### src/rtl/freq_pkg.sv
// Shared types and defaults for the frequency-lock tracker.
package freq_pkg;

  localparam int FW = 32;
  localparam logic [FW-1:0] F_MAX_DEF   = 32'd500000;
  localparam logic [15:0]   FTW_MUL_DEF = 16'd4295;

  typedef enum logic [1:0] {
    IDLE   = 2'd0,
    ACQ    = 2'd1,
    LOCKED = 2'd2
  } state_t;

endpackage

### src/rtl/mavg_buf.sv
// Circular window of the last 2^AVG_LOG2 estimates with a running sum; avg is sum>>AVG_LOG2.
// preload fills every slot with din; clear has priority over preload, preload over push.
module mavg_buf
  import freq_pkg::*;
#(
  parameter int AVG_LOG2 = 3
) (
  input  logic          clk,
  input  logic          rst,
  input  logic          preload,
  input  logic          push,
  input  logic          clear,
  input  logic [FW-1:0] din,
  output logic [FW-1:0] avg
);

  localparam int DEPTH = 1 << AVG_LOG2;
  localparam int SW    = FW + AVG_LOG2;

  logic [FW-1:0]       mem [DEPTH];
  logic [AVG_LOG2-1:0] wptr;
  logic [SW-1:0]       sum;

  always_ff @(posedge clk or negedge rst) begin
    if (!rst) begin
      for (int i = 0; i < DEPTH; i++) mem[i] <= '0;
      wptr <= '0;
      sum  <= '0;
    end else if (clear) begin
      for (int i = 0; i < DEPTH; i++) mem[i] <= '0;
      wptr <= '0;
      sum  <= '0;
    end else if (preload) begin
      for (int i = 0; i < DEPTH; i++) mem[i] <= din;
      wptr <= '0;
      sum  <= SW'(din) << AVG_LOG2;
    end else if (push) begin
      // Wide sum cannot overflow, so add-then-subtract is safe in any order.
      mem[wptr] <= din;
      wptr      <= wptr + AVG_LOG2'(1);
      sum       <= sum + SW'(din) - SW'(mem[wptr]);
    end
  end

  assign avg = sum[SW-1:AVG_LOG2];

endmodule

### src/rtl/freq_lock.sv
// Per-frame frequency averaging, hit/miss lock qualification and NCO tuning word generation.
// Optional FREQ_LOCK_OUTLIER_EN: large misses while LOCKED are counted but kept out of the average.
module freq_lock
  import freq_pkg::*;
#(
  parameter int            AVG_LOG2   = 3,
  parameter logic [FW-1:0] TOL        = 32'd2000,
  parameter int            LOCK_CNT   = 4,
  parameter int            UNLOCK_CNT = 3,
  parameter logic [FW-1:0] F_MAX      = F_MAX_DEF,
  parameter logic [23:0]   TIMEOUT    = 24'd4_000_000,
  parameter logic [15:0]   FTW_MUL    = FTW_MUL_DEF
) (
  input  logic          clk,
  input  logic          rst,
  input  logic [FW-1:0] f_sample,
  input  logic          opd_o,
  output logic [FW-1:0] f_avg,
  output logic [FW-1:0] ftw,
  output logic          locked,
  output logic          est_vld,
  output logic [3:0]    miss_cnt
);

  state_t          state, state_nxt;
  logic            opd_q, strobe, cap_vld;
  logic [FW-1:0]   cap, avg;
  logic [3:0]      hit_cnt, hit_inc, miss_inc;
  logic [23:0]     tcnt;
  logic            to_hit, invalid, hit, outlier;
  logic            preload, push, clear;
  logic            upd1, upd2;
  logic signed [FW:0] diff;
  logic [FW:0]     adiff;

  assign strobe   = opd_q & ~opd_o;
  assign hit_inc  = hit_cnt + 4'd1;
  assign miss_inc = miss_cnt + 4'd1;

  assign invalid = cap > F_MAX;
  assign diff    = $signed({1'b0, cap}) - $signed({1'b0, f_avg});
  assign adiff   = diff[FW] ? (FW+1)'(-diff) : (FW+1)'(diff);
  assign hit     = !invalid && (adiff <= {1'b0, TOL});
`ifdef FREQ_LOCK_OUTLIER_EN
  assign outlier = {2'b00, adiff} > {1'b0, TOL, 2'b00};
`else
  assign outlier = 1'b0;
`endif

  // A capture in flight always beats an expiring timeout.
  assign to_hit = (state != IDLE) && (tcnt == TIMEOUT) && !strobe && !cap_vld;

  always_ff @(posedge clk or negedge rst) begin
    if (!rst) state <= IDLE;
    else      state <= state_nxt;
  end

  always_comb begin
    state_nxt = state;
    if (cap_vld) begin
      case (state)
        IDLE:    if (!invalid) state_nxt = ACQ;
        ACQ:     if (hit && hit_inc == 4'(LOCK_CNT)) state_nxt = LOCKED;
        LOCKED:  if (!hit && miss_inc == 4'(UNLOCK_CNT)) state_nxt = ACQ;
        default: state_nxt = IDLE;
      endcase
    end else if (to_hit) begin
      state_nxt = IDLE;
    end
  end

  always_comb begin
    preload = 1'b0;
    push    = 1'b0;
    clear   = to_hit;
    if (cap_vld && !invalid) begin
      case (state)
        IDLE:    preload = 1'b1;
        ACQ:     push    = 1'b1;
        LOCKED:  push    = !outlier;
        default: push    = 1'b0;
      endcase
    end
  end

  always_ff @(posedge clk or negedge rst) begin
    if (!rst) begin
      hit_cnt  <= '0;
      miss_cnt <= '0;
    end else if (to_hit) begin
      hit_cnt  <= '0;
      miss_cnt <= '0;
    end else if (cap_vld) begin
      case (state)
        IDLE: if (!invalid) hit_cnt <= 4'd1;
        ACQ:  hit_cnt <= hit ? hit_inc : 4'd0;
        LOCKED: begin
          if (hit) begin
            miss_cnt <= '0;
          end else begin
            // The terminal count stays visible for one cycle, then clears outside LOCKED.
            miss_cnt <= miss_inc;
            if (miss_inc == 4'(UNLOCK_CNT)) hit_cnt <= '0;
          end
        end
        default: hit_cnt <= '0;
      endcase
    end else if (state != LOCKED) begin
      miss_cnt <= '0;
    end
  end

  always_ff @(posedge clk or negedge rst) begin
    if (!rst)                                  tcnt <= '0;
    else if (state == IDLE || strobe || cap_vld) tcnt <= '0;
    else if (tcnt != TIMEOUT)                  tcnt <= tcnt + 24'd1;
  end

  mavg_buf #(.AVG_LOG2(AVG_LOG2)) u_mavg (
    .clk     (clk),
    .rst     (rst),
    .preload (preload),
    .push    (push),
    .clear   (clear),
    .din     (cap),
    .avg     (avg)
  );

  always_ff @(posedge clk or negedge rst) begin
    if (!rst) begin
      opd_q   <= 1'b0;
      cap     <= '0;
      cap_vld <= 1'b0;
      upd1    <= 1'b0;
      upd2    <= 1'b0;
      f_avg   <= '0;
      ftw     <= '0;
      est_vld <= 1'b0;
      locked  <= 1'b0;
    end else begin
      opd_q   <= opd_o;
      cap_vld <= strobe;
      if (strobe) cap <= f_sample;
      upd1    <= preload | push;
      upd2    <= upd1;
      if (upd1) f_avg <= avg;
      // Only the low 32 bits of the 48-bit product are kept, so a 32-bit multiply suffices.
      if (upd2) ftw <= f_avg * {16'd0, FTW_MUL};
      est_vld <= upd2;
      locked  <= (state == LOCKED);
    end
  end

endmodule

### config.mk
export PLATFORM = sky130hd
export DESIGN_NAME = freq_lock
export DESIGN_NICKNAME = d
export VERILOG_FILES = /design/src/rtl/freq_pkg.sv /design/src/rtl/mavg_buf.sv /design/src/rtl/freq_lock.sv
export SDC_FILE = /design/constraint.sdc
export NUM_CORES = 1
export LEC_CHECK = 0
export ABC_AREA = 1
export ABC_CLOCK_PERIOD_IN_PS = 10850
export BUFFER_PORTS_ARGS = -buffer_cell sky130_fd_sc_hd__buf_2
export CORE_UTILIZATION = 45
export DETAILED_ROUTE_END_ITERATION = 12
export SYNTH_ARGS = -nofsm -noshare
export SYNTH_HDL_FRONTEND = slang
export SYNTH_SLANG_ARGS = --single-unit
export TNS_END_PERCENT = 1
### constraint.sdc
create_clock -name clk -period 10.85 [get_ports clk]
set_clock_uncertainty 0.1 [all_clocks]
set_input_delay 1.6275 -clock clk [delete_from_list [all_inputs] [get_ports clk]]
set_output_delay 1.6275 -clock clk [all_outputs]
set_load 0.005 [all_outputs]
==> results.cfg <==
[placement]
gp_congestion = 0.940
port_buffers = 104
dp_hpwl_microns = 64800
dp_cells = 4732

[worst_setup_path]
cp-end-kind = flop
worstPathRequired_ns = 11.21
reg2reg_from = u_mavg.wptr[0]
crit_arrival_ns = 6.28
cp-startpoint = u_mavg.wptr[0]
worstPathMaxFanout = 20
crit_type = reg -> reg
worst_path_most_repeated_cell = nand2_1
crit_family = compound AO/OA/AOI/OAI gates
cp.buffers_inverters = 5
cp_slowest_cell = fa_1
cp-start-kind = flop
cpPeakStageDelay_ns = 0.52

[global_routing]
grt_pass1_wl_microns = 137000
antenna_found_initial = 0
grt_max_degree = 160
grt_pass1_vias = 24695
grt.overflow.total = 0
grtUsageTotal = 0.263

[die]
rows = 93
start_util = 0.459
io_pins = 105
die_y_microns = 259
chipWidth_microns = 259
core_area_sq_um = 64800
dieArea_sq_um = 67100

[timing]
rsz0062_at_grt = no
setup_viol = 0
max_freq_mhz = 169
finalHoldViolCount = 0
fin_crit_ns = 5.92
slew_violations = 0
relSlewSlack = 0.217
period_share = 0.546
finalSetupTns_ns = 0
worstMarginPinSlew_ns = 1.17
timing.hold.ws_ns = 0.364

[logic_synthesis]
synth_cells = 3852
synth_edf_count = 0
synth_cell_types = 52
syn_nets = 4203
ys_ff_latch = 430
synthesis.area_sq_um = 29700
yosysSeqAreaShare = 0.362
synth_ff_type = dfrtp_1
synth_warnings = 0
syn_area_per_cell_sq_um = 7.72
async_flop_share = 1.00

[finish]
mostFrequentLayoutCell = nand2_1
n_fill_cell = 6352
fin_cells = 4829
areaGrowthSynthToFinish_pct = 11.2
final_cell_mix = 955 x nand2_1, 744 x inv_1, 429 x dfrtp_1
drive_gt1_frac = 0.0848
fin_nets = 4282
utilization = 0.510

[power]
total_leakage_power_nw = 17.2
power_density_nw_per_um2 = 162
p_total_mw = 5.37
ir_drop_v = 0.000155

[cts]
clock-sinks = 430
clk_latency_ns = 0.63
clockBufferDepth = 3
cts_hold_buf = 0
clk_pin_slew_worst_paths_ns = 0.06
postCtsSetupBuffers = 0
clockRootBuffer = clkbuf_16
numCtsBuffers = 52
cts_max_level = 2
tritoncts = yes
ctsResizeCount = 0

[drt]
totalWireLength_microns = 87000
dr.pass1.iters = 5
ant_nets = 0
vias = 24810
avgViaCountPerCell = 5.14
drtIter0Drc = 1869
wl_per_cell_microns = 18.0
drc_errors = 0

[job]
cap_violations = 0

[outcome]
status = complete, no violations

[worst_hold_path]
hold_path.startpoint = ftw[3]
hold_path_class = reg -> reg
[metrics by stage]
| step | setup WS, ns | area (sq um) |
|---|---|---|
| floorplan | 5.95 | 29700 |
| global placement | 5.03 | 31200 |
| CTS | 4.95 | 33000 |
| detailed placement | 4.98 | 31200 |
| global route | 4.40 | 33000 |
| finish | 4.93 | 33000 |
[worst paths after layout]
check	endpoint	slack, ns	cells past startpoint
min in group asynchronous	ftw[30]	0.91	1
worst max register to register	u_mavg.sum[30]	4.93	27
worst min register to register	ftw[3]	0.36	2
worst max-delay path	u_mavg.sum[30]	4.93	27
worst min-delay path	ftw[3]	0.36	2
max in group asynchronous	u_mavg.mem[14]	7.49	3
[cells in the mapped netlist (9+ instances only)]
| cell | number | area, sq um |
|---|---|---|
| nand2_1 | 955 | 3580 |
| inv_1 | 744 | 2790 |
| dfrtp_1 | 430 | 10800 |
| o21ai_0 | 339 | 1700 |
| nor2_1 | 234 | 878 |
| ha_1 | 189 | 2360 |
| nand3_1 | 143 | 716 |
| fa_1 | 127 | 2540 |
| a21oi_1 | 108 | 541 |
| clkbuf_1 | 94 | 353 |
| nand4_1 | 47 | 294 |
| xor2_1 | 41 | 359 |
| a22oi_1 | 37 | 278 |
| a221oi_1 | 33 | 289 |
| nand2_2 | 32 | 200 |
| nor3_1 | 31 | 155 |
| o22ai_1 | 26 | 163 |
| xnor2_1 | 26 | 228 |
| clkinv_1 | 22 | 82.6 |
| inv_2 | 22 | 82.6 |
| nor2_2 | 15 | 93.8 |
| o2111ai_1 | 15 | 131 |
| a31oi_1 | 12 | 75.1 |
| nor4_1 | 12 | 75.1 |
| o211ai_1 | 12 | 90.1 |
| nand3_2 | 11 | 110 |
| o221ai_1 | 11 | 96.3 |
| nand3b_1 | 9 | 67.6 |
[state kept, by name, indices dropped and copies added, names as in the netlist, 2 cells and up]
name and flops:
u_mavg.wptr 3, ftw 32, u_mavg.sum 35, cap 32
tcnt 24, miss_cnt 4, f_avg 32, u_mavg.mem 256
state 2, hit_cnt 4
[tightest hold or removal path, delay by kind of cell, from the launching register on]
kind / cells / cell delay, ns
and+or+nand+nor: 2 / 0.09
DFF: 1 / 0.33
[metal layers]
| metal | track usage | part of all wire | routed length (microns) | up-vias |
|---|---|---|---|---|
| met1 | 0.357 | 0.46 | 39800 | 11771 |
| met4 | 0.0786 | 0.027 | 2320 | 0 |
| met2 | 0.441 | 0.47 | 40800 | 576 |
| li1 | - | - | - | 12340 |
| met5 | 0 | 0 | 0 | - |
| met3 | 0.0285 | 0.047 | 4100 | 123 |
[cells by family (layout without fill, tap and decap cells)]
logic type	count (synthesis)	count (layout)	synth area share
AOI/OAI and AO/OA	631	631	0.123
xor gates and xnor gates	67	67	0.0197
adders and majority gates	316	316	0.165
buffers and inverters	893	1014	0.113
DFF	430	430	0.362
other	0	1	0
and+or+nand+nor	1515	1515	0.217
[cell type report]
type                       instances  area, sq um  share of cell area
antenna                            1         2.50           0.0000757
multi-input combinational       2529        15600               0.473
clock inverter                    25          389              0.0118
clock buffer                      71         1480              0.0449
timing repair buffer             130          738              0.0223
inverter                         788         2960              0.0895
tap                              855         1070              0.0324
sequential                       430        10800               0.326
[report_power, final]
group          internal [mW]  leakage, nW  switching (mW)
clock                   1.15        0.922           0.742
combinational          0.602         11.2            1.16
sequential              1.65         5.09          0.0583
No activity file was read; power rests on OpenSTA's default activity.
